### src/rtl/drac_pkg.sv
// Shared types for the SIMD datapath: instruction/element-width encodings and
// the result collector's reduction state plus element-width helpers.
package drac_pkg;

  localparam int SIMD_N_LANES = 2;

  typedef enum logic [2:0] {
    VADD,
    VSUB,
    VAND,
    VOR,
    VXOR,
    VREDSUM,
    VMV
  } instr_type_t;

  typedef enum logic [1:0] {
    SEW_8,
    SEW_16,
    SEW_32,
    SEW_64
  } sew_t;

  typedef enum logic [1:0] {
    IDLE,
    ACCUM,
    FOLD,
    FINAL
  } collector_state_t;

  // Mask covering one element of the given width, aligned at bit 0.
  function automatic logic [63:0] sew_mask(sew_t sew);
    case (sew)
      SEW_8:   return 64'h0000_0000_0000_00FF;
      SEW_16:  return 64'h0000_0000_0000_FFFF;
      SEW_32:  return 64'h0000_0000_FFFF_FFFF;
      default: return 64'hFFFF_FFFF_FFFF_FFFF;
    endcase
  endfunction

  // Halving steps needed to fold a 64-bit word down to one element.
  function automatic logic [1:0] fold_steps(sew_t sew);
    case (sew)
      SEW_8:   return 2'd3;
      SEW_16:  return 2'd2;
      SEW_32:  return 2'd1;
      default: return 2'd0;
    endcase
  endfunction

endpackage

### src/rtl/simd_result_collector_if.sv
// Lane-result input bus and writeback output bus of the SIMD result collector.
// The slave modport is the collector; the master modport is its environment.
interface simd_result_collector_if
  import drac_pkg::*;
#(
  parameter int N_LANES = SIMD_N_LANES
) ();

  logic                    valid_i;
  logic                    ready_o;
  instr_type_t             instr_type_i;
  sew_t                    sew_i;
  logic [4:0]              vd_i;
  logic [N_LANES*64-1:0]   lane_data_i;
  logic [63:0]             scalar_i;

  logic                    valid_o;
  logic                    ready_i;
  logic [4:0]              vd_o;
  logic [N_LANES*64-1:0]   data_o;
  logic                    busy_o;

  modport master (
    output valid_i, instr_type_i, sew_i, vd_i, lane_data_i, scalar_i, ready_i,
    input  ready_o, valid_o, vd_o, data_o, busy_o
  );

  modport slave (
    input  valid_i, instr_type_i, sew_i, vd_i, lane_data_i, scalar_i, ready_i,
    output ready_o, valid_o, vd_o, data_o, busy_o
  );

endinterface

### src/rtl/simd_packed_add.sv
// 64-bit packed adder: byte-wise carry chain with the carry cut at every
// element boundary selected by sew, so each element wraps independently.
module simd_packed_add
  import drac_pkg::*;
(
  input  logic [63:0] a,
  input  logic [63:0] b,
  input  sew_t        sew,
  output logic [63:0] sum
);

  always_comb begin
    logic       carry;
    logic       elem_start;
    logic [8:0] byte_sum;
    // NOTE: every variable gets a value before any branch so no latch is inferred.
    sum        = '0;
    carry      = 1'b0;
    elem_start = 1'b0;
    byte_sum   = '0;
    for (int i = 0; i < 8; i++) begin
      case (sew)
        SEW_8:   elem_start = 1'b1;
        SEW_16:  elem_start = (i % 2) == 0;
        SEW_32:  elem_start = (i % 4) == 0;
        default: elem_start = (i == 0);
      endcase
      if (elem_start) carry = 1'b0;
      byte_sum         = {1'b0, a[i*8 +: 8]} + {1'b0, b[i*8 +: 8]} + {8'd0, carry};
      sum[i*8 +: 8]    = byte_sum[7:0];
      carry            = byte_sum[8];
    end
  end

endmodule

### src/rtl/simd_result_collector.sv
// Collects per-lane SIMD results, reduces VREDSUM across lanes and elements,
// and queues every result in an in-order FIFO toward vector writeback.
module simd_result_collector
  import drac_pkg::*;
#(
  parameter int N_LANES    = SIMD_N_LANES,
  parameter int FIFO_DEPTH = 2
) (
  input logic                    clk_i,
  input logic                    rst_i,
  simd_result_collector_if.slave bus
);

  localparam int DATA_W = N_LANES * 64;
  localparam int LANE_W = (N_LANES > 1) ? $clog2(N_LANES) : 1;
  localparam int PTR_W  = (FIFO_DEPTH > 1) ? $clog2(FIFO_DEPTH) : 1;
  localparam int CNT_W  = $clog2(FIFO_DEPTH + 1);

  collector_state_t  state_q, state_d;
  logic [63:0]       acc_q, acc_d;
  logic [63:0]       scalar_q;
  logic [63:0]       lanes_q [N_LANES];
  sew_t              sew_q;
  logic [4:0]        vd_q;
  logic [LANE_W-1:0] lane_idx_q, lane_idx_d;
  logic [1:0]        fold_cnt_q, fold_cnt_d;

  logic [63:0]       add_b, add_sum, red_res;
  logic [5:0]        fold_shift;
  logic              ready, accept, red_accept, pass_accept, red_push;

  logic              push, pop, fifo_full, fifo_empty;
  logic [PTR_W-1:0]  wr_ptr_q, rd_ptr_q;
  logic [CNT_W-1:0]  count_q;
  logic [4:0]        mem_vd   [FIFO_DEPTH];
  logic [DATA_W-1:0] mem_data [FIFO_DEPTH];
  logic [4:0]        push_vd;
  logic [DATA_W-1:0] push_data;

  function automatic logic [PTR_W-1:0] ptr_inc(logic [PTR_W-1:0] p);
    return (p == PTR_W'(FIFO_DEPTH - 1)) ? '0 : p + PTR_W'(1);
  endfunction

  assign fifo_full   = (count_q == CNT_W'(FIFO_DEPTH));
  assign fifo_empty  = (count_q == '0);
  assign ready       = (state_q == IDLE) && !fifo_full;
  assign accept      = bus.valid_i && ready;
  assign red_accept  = accept && (bus.instr_type_i == VREDSUM);
  assign pass_accept = accept && (bus.instr_type_i != VREDSUM);

  // One adder serves all reduction phases; only its second operand changes.
  assign fold_shift = 6'd32 >> fold_cnt_q;

  always_comb begin
    add_b = '0;
    case (state_q)
      ACCUM:   add_b = lanes_q[lane_idx_q];
      FOLD:    add_b = acc_q >> fold_shift;
      FINAL:   add_b = scalar_q;
      default: add_b = '0;
    endcase
  end

  simd_packed_add u_add (
    .a   (acc_q),
    .b   (add_b),
    .sew (sew_q),
    .sum (add_sum)
  );

  assign red_res = add_sum & sew_mask(sew_q);

  always_comb begin
    state_d    = state_q;
    acc_d      = acc_q;
    lane_idx_d = lane_idx_q;
    fold_cnt_d = fold_cnt_q;
    red_push   = 1'b0;
    case (state_q)
      IDLE: begin
        if (red_accept) begin
          acc_d      = bus.lane_data_i[63:0];
          lane_idx_d = LANE_W'(1);
          fold_cnt_d = '0;
          if (N_LANES > 1)               state_d = ACCUM;
          else if (bus.sew_i == SEW_64)  state_d = FINAL;
          else                           state_d = FOLD;
        end
      end
      ACCUM: begin
        acc_d = add_sum;
        if (lane_idx_q == LANE_W'(N_LANES - 1)) begin
          state_d = (sew_q == SEW_64) ? FINAL : FOLD;
        end else begin
          lane_idx_d = lane_idx_q + LANE_W'(1);
        end
      end
      FOLD: begin
        acc_d = add_sum;
        if (fold_cnt_q == fold_steps(sew_q) - 2'd1) state_d = FINAL;
        else                                         fold_cnt_d = fold_cnt_q + 2'd1;
      end
      FINAL: begin
        // A full FIFO holds the result here until writeback frees a slot.
        if (!fifo_full) begin
          red_push = 1'b1;
          state_d  = IDLE;
        end
      end
      default: state_d = IDLE;
    endcase
  end

  always_ff @(posedge clk_i) begin
    // NOTE: registered state uses non-blocking assignments so every flop samples pre-edge values.
    if (rst_i) begin
      state_q    <= IDLE;
      acc_q      <= '0;
      lane_idx_q <= '0;
      fold_cnt_q <= '0;
      sew_q      <= SEW_8;
      vd_q       <= '0;
      scalar_q   <= '0;
    end else begin
      state_q    <= state_d;
      acc_q      <= acc_d;
      lane_idx_q <= lane_idx_d;
      fold_cnt_q <= fold_cnt_d;
      if (red_accept) begin
        sew_q    <= bus.sew_i;
        vd_q     <= bus.vd_i;
        scalar_q <= bus.scalar_i;
      end
    end
  end

  // NOTE: operand and FIFO storage are not reset; the state and count gate every use of them.
  always_ff @(posedge clk_i) begin
    if (red_accept) begin
      for (int k = 0; k < N_LANES; k++) lanes_q[k] <= bus.lane_data_i[k*64 +: 64];
    end
  end

  always_comb begin
    push_vd   = bus.vd_i;
    push_data = bus.lane_data_i;
    if (red_push) begin
      push_vd         = vd_q;
      push_data       = '0;
      push_data[63:0] = red_res;
    end
  end

  assign push = pass_accept || red_push;
  assign pop  = !fifo_empty && bus.ready_i;

  always_ff @(posedge clk_i) begin
    if (rst_i) begin
      wr_ptr_q <= '0;
      rd_ptr_q <= '0;
      count_q  <= '0;
    end else begin
      if (push) wr_ptr_q <= ptr_inc(wr_ptr_q);
      if (pop)  rd_ptr_q <= ptr_inc(rd_ptr_q);
      case ({push, pop})
        2'b10:   count_q <= count_q + CNT_W'(1);
        2'b01:   count_q <= count_q - CNT_W'(1);
        default: count_q <= count_q;
      endcase
    end
  end

  always_ff @(posedge clk_i) begin
    if (push) begin
      mem_vd[wr_ptr_q]   <= push_vd;
      mem_data[wr_ptr_q] <= push_data;
    end
  end

  assign bus.ready_o = ready;
  assign bus.valid_o = !fifo_empty;
  assign bus.vd_o    = fifo_empty ? '0 : mem_vd[rd_ptr_q];
  assign bus.data_o  = fifo_empty ? '0 : mem_data[rd_ptr_q];
  assign bus.busy_o  = (state_q != IDLE);

endmodule

### src/flat_wrapper.sv
// flat-port wrapper written by rule: the top's interface ports become plain ports
module simd_result_collector_flat import drac_pkg::*;
#(
  parameter int N_LANES    = SIMD_N_LANES,
  parameter int FIFO_DEPTH = 2
)
  (clk_i, rst_i, bus_valid_i, bus_instr_type_i, bus_sew_i, bus_vd_i, bus_lane_data_i, bus_scalar_i, bus_ready_i, bus_ready_o, bus_valid_o, bus_vd_o, bus_data_o, bus_busy_o);
  simd_result_collector_if #(.N_LANES(N_LANES)) bus_i ();
  input logic clk_i;
  input logic rst_i;
  input wire logic [$bits(bus_i.valid_i)-1:0] bus_valid_i;
  input wire logic [$bits(bus_i.instr_type_i)-1:0] bus_instr_type_i;
  input wire logic [$bits(bus_i.sew_i)-1:0] bus_sew_i;
  input wire logic [$bits(bus_i.vd_i)-1:0] bus_vd_i;
  input wire logic [$bits(bus_i.lane_data_i)-1:0] bus_lane_data_i;
  input wire logic [$bits(bus_i.scalar_i)-1:0] bus_scalar_i;
  input wire logic [$bits(bus_i.ready_i)-1:0] bus_ready_i;
  output wire logic [$bits(bus_i.ready_o)-1:0] bus_ready_o;
  output wire logic [$bits(bus_i.valid_o)-1:0] bus_valid_o;
  output wire logic [$bits(bus_i.vd_o)-1:0] bus_vd_o;
  output wire logic [$bits(bus_i.data_o)-1:0] bus_data_o;
  output wire logic [$bits(bus_i.busy_o)-1:0] bus_busy_o;
  assign bus_i.valid_i = bus_valid_i;
  assign bus_i.instr_type_i = bus_instr_type_i;
  assign bus_i.sew_i = bus_sew_i;
  assign bus_i.vd_i = bus_vd_i;
  assign bus_i.lane_data_i = bus_lane_data_i;
  assign bus_i.scalar_i = bus_scalar_i;
  assign bus_i.ready_i = bus_ready_i;
  assign bus_ready_o = bus_i.ready_o;
  assign bus_valid_o = bus_i.valid_o;
  assign bus_vd_o = bus_i.vd_o;
  assign bus_data_o = bus_i.data_o;
  assign bus_busy_o = bus_i.busy_o;
  simd_result_collector #(.N_LANES(N_LANES), .FIFO_DEPTH(FIFO_DEPTH)) u_core (.clk_i(clk_i), .rst_i(rst_i), .bus(bus_i));
endmodule
### config.mk
export PLATFORM = sky130hd
export DESIGN_NAME = simd_result_collector_flat
export DESIGN_NICKNAME = d
export VERILOG_FILES = /design/src/rtl/drac_pkg.sv /design/src/rtl/simd_result_collector_if.sv /design/src/rtl/simd_packed_add.sv /design/src/rtl/simd_result_collector.sv /design/src/flat_wrapper.sv
export SDC_FILE = /design/constraint.sdc
export NUM_CORES = 1
export LEC_CHECK = 0
export CAP_MARGIN = 10
export CORE_MARGIN = 5
export CORE_UTILIZATION = 56
export CTS_CLUSTER_SIZE = 40
export DETAILED_ROUTE_END_ITERATION = 16
export GPL_TIMING_DRIVEN = 0
export PLACE_DENSITY_LB_ADDON = 0.2
export SETUP_SLACK_MARGIN = 0.15
export SYNTH_ARGS = -nofsm -noshare
export SYNTH_HDL_FRONTEND = slang
export SYNTH_HIERARCHICAL = 1
export SYNTH_SLANG_ARGS = --single-unit
### constraint.sdc
create_clock -name clk_i -period 17.9 [get_ports clk_i]
set_clock_uncertainty 0.15 [all_clocks]
set_input_delay 1.79 -clock clk_i [delete_from_list [all_inputs] [get_ports clk_i]]
set_output_delay 1.79 -clock clk_i [all_outputs]
set_load 0.05 [all_outputs]
==> run_results.csv <==
group,metric,value,unit
clock_tree,cts_max_level,2,
sta,rsz0062_at_grt,"no",
placed_design,post_dp_cell_area,32250,µm²
route,wl,104700,µm
route,route.detailed.drc,0,
power_and_ir_drop,peakVddDrop,0.1848,mV
hold_path,min_path_type,"reg2reg",
synthesis,yosys_warnings,6,
power_and_ir_drop,fin_total_pwr,4.941,mW
critical_path,cpMaxStageDelayCell,"clkbuf_1",
grt,grt_pass1_wl,150600,µm
floorplanning,boundaryPins,342,
sta,setup_tns,0,ns
placed_design,place_ws,0.3835,ns
floorplanning,initial_utilization,56.66,%
floorplanning,rows,81,
cells_and_area,finish.instance_area,34130,µm²
synthesis,netlist_area,27740,µm²
grt,antenna_found_initial,4,
critical_path,crit_type,"reg2reg",
sta,final-setup-viol-count,0,
status,status,"finished clean",
clock_tree,hold_buffers,0,
grt,grt_pass1_vias,23141,
critical_path,cpLargestDelayFamily,"compound AO/OA/AOI/OAI gates",
synthesis,ys_seq_area_share,53.20,%
critical_path,max_stage_delay,0.90,ns
critical_path,crit_end,"u_core/mem_data[1][62]",
sta,whs,0.3111,ns
floorplanning,core_area,48950,µm²
floorplanning,die_h,232.5,µm
placed_design,place.gp.congestion,1.051,
clock_tree,clk_latency,0.62,ns
cells_and_area,nets,3162,
cells_and_area,final_layout_size_suffix_gt1_share,9.883,%
clock_tree,cts_tree,"yes",
critical_path,worstSetupEndpointType,"flop",
floorplanning,dieArea,54080,µm²
placed_design,dp_cells,3477,
sta,hold_violations,0,
route,drtPass1Iterations,9,
sta,fin_crit_sh,97.37,%
critical_path,required,18.17,ns
sta,finalMaxSlewViolations,0,
synthesis,syn_nets,2752,
route,wl_met3,10760,µm
clock_tree,cts_setup_buffers,0,
critical_path,reg2reg_depth,63,
sta,min_period,17.43,ns
power_and_ir_drop,leakage,11.68,nW
sta,fin_ws,0.4702,ns
critical_path,path_common_cell,"fa_1",
route,via_per_inst,6.414,
clock_tree,cts.path.max_buffers,3,
sta,tightest_slew,1.438,ns
route,vias,22956,
clock_tree,clk_pin_slew,0.06,ns
grt,grt_max_degree,67,
critical_path,cp.depth,63,
floorplanning,die_width,232.5,µm
cells_and_area,instances_no_fill,3579,
critical_path,critical_path_buf_inv_count,2,
synthesis,synth_top_area_share,42.66,%
clock_tree,cts_buffers,53,
cells_and_area,fin_util,69.73,%
route,met1_length,39560,µm
synthesis,async_flop_share,0,%
critical_path,crit_fanout,10,
flow_run,cap_violations,0,
synthesis,synth-edff-count,394,
synthesis,yosysTopAreaCell,"edfxtp_1",
synthesis,synth_seq_cells,540,
synthesis,netlist_instances,2459,
sta,maxSlewHeadroom,4.148,%
cells_and_area,areaGrowthSynthToFinish,23.07,%
synthesis,synth_area_leaders,"edfxtp_1 (43%), dfxtp_1 (11%), mux2i_1 (9.1%)",
power_and_ir_drop,power_density,144.8,nW/µm²
grt,gr-total-overflow,0,
sta,fmax,57.37,MHz
route,top_layer,"met5",
clock_tree,cts_sinks,540,
route,routedWlPerCell,29.25,µm
critical_path,timing.rr.end,"u_core/mem_data[1][62]",
critical_path,reg2reg_setup_slack,0.47,ns
route,ant_nets,0,
placed_design,place_hpwl,78560,µm
critical_path,cp_data_arrival_time,17.70,ns
synthesis,dominantRegCellSynth,"edfxtp_1",
clock_tree,root_buffer,"clkbuf_16",
critical_path,critPathLaunchType,"flop",
synthesis,yosysUniqueCellTypes,65,
clock_tree,ctsResizeCount,0,
placed_design,placement.io_buffers,341,
route,drt_iter0_drc,2887,
synthesis,post_synth.cell_area_avg,11.28,µm²
grt,grtUsageTotal,37.72,%
route,wl_met2,48250,µm
[worst min-delay path by stage]
stage,cells after the start,from,to
after global routing,2,u_core/scalar_q[53],u_core/scalar_q[53]
after global placement,2,u_core/vd_q[0],u_core/vd_q[0]
final,2,u_core/scalar_q[44],u_core/scalar_q[44]
after floorplan,2,u_core/vd_q[0],u_core/vd_q[0]
after detailed placement,2,u_core/scalar_q[53],u_core/scalar_q[53]
after CTS,2,u_core/scalar_q[49],u_core/scalar_q[49]
[registers in the layout, indices dropped and copies added (netlist names), named ones only]
register,count
u_core/scalar_q,64
u_core/count_q,2
u_core/vd_q,5
u_core/rd_ptr_q,1
u_core/acc_q,64
u_core/sew_q,2
u_core/wr_ptr_q,1
u_core/mem_data,256
u_core/lane_idx_q,1
u_core/lanes_q,128
u_core/mem_vd,10
u_core/fold_cnt_q,2
u_core/state_q,2
[final cells by class]
type	instances	area [µm²]
fillers	3313	14820
plain buffers	176	742.0
clock buffers	70	1453
clock inverters	30	321.6
well taps	664	830.8
inverters	28	108.9
multi-input cells	1715	12240
diodes	1	2.502
repair buffers	355	3679
flip-flops and latches	540	14750
[placed cells by master, fill, tap and decap left out, drive strengths merged, types with 8 or more instances in the layout]
master	count
mux2	119
clkdlybuf4s50	341
edfxtp	394
o21ai	84
xnor2	42
ha	72
nand3	10
a21o	33
a22oi	15
inv	29
mux4	17
clkinv	16
a21oi	149
a211oi	79
nand2b	20
o21bai	15
nor2	257
nor2b	16
and2	74
a222oi	45
nand2	288
xor2	12
dfxtp	146
fa	15
mux2i	251
a31oi	15
o22ai	19
clkbuf	202
buf	58
o21a	8
[cell families (layout without fill, tap and decap cells)]
logic type | after synthesis | in the layout | share of synthesized area, %
xor+xnor | 54 | 54 | 1.705
mux | 387 | 387 | 15.28
fa+ha+maj | 87 | 87 | 4.331
other cells | 0 | 1 | 0
compound gates | 501 | 501 | 11.97
buf+inv | 204 | 659 | 2.959
flops | 540 | 540 | 53.20
simple gates | 686 | 686 | 10.55
[report_power, final]
group	total (mW)	switching, mW	internal [mW]
clock	1.14	0.484	0.660
combinational	2.11	1.42	0.687
sequential	1.69	0.123	1.56
total	4.94	2.03	2.91
[layer usage]
layer  global-route usage (%)  vias to the layer above
met2                    60.26                     1466
met4                    18.81                        4
met1                    48.72                    11327
met3                    8.688                      298
li1                         -                     9861
met5                        0                        -
[cell usage after synthesis, drive strengths merged, types with 7 or more instances]
cell    count
a211oi     79
a21o       33
a21oi     149
a222oi     45
a22oi      15
a31oi      15
and2       74
buf        50
clkbuf    126
dfxtp     146
edfxtp    394
fa         15
ha         72
inv        27
mux2      119
mux2i     251
mux4       17
nand2     288
nand2b     20
nand3      10
nor2      257
nor2b      16
o21a        8
o21ai      84
o21bai     15
o22ai      19
or2         7
xnor2      42
xor2       12
[worst register-to-register path, delay by kind of cell (launching register included)]
kind,cells,cell delay [ns]
multiplexers,1,0.44
adder cells (fa/ha/maj),16,6.71
buffers and inverters,2,1.56
AND/OR/NAND/NOR,5,0.94
XOR/XNOR,1,0.16
AO/OA/AOI/OAI,38,6.99
flip-flops,1,0.30
No activity file was read; power rests on OpenSTA's default activity.
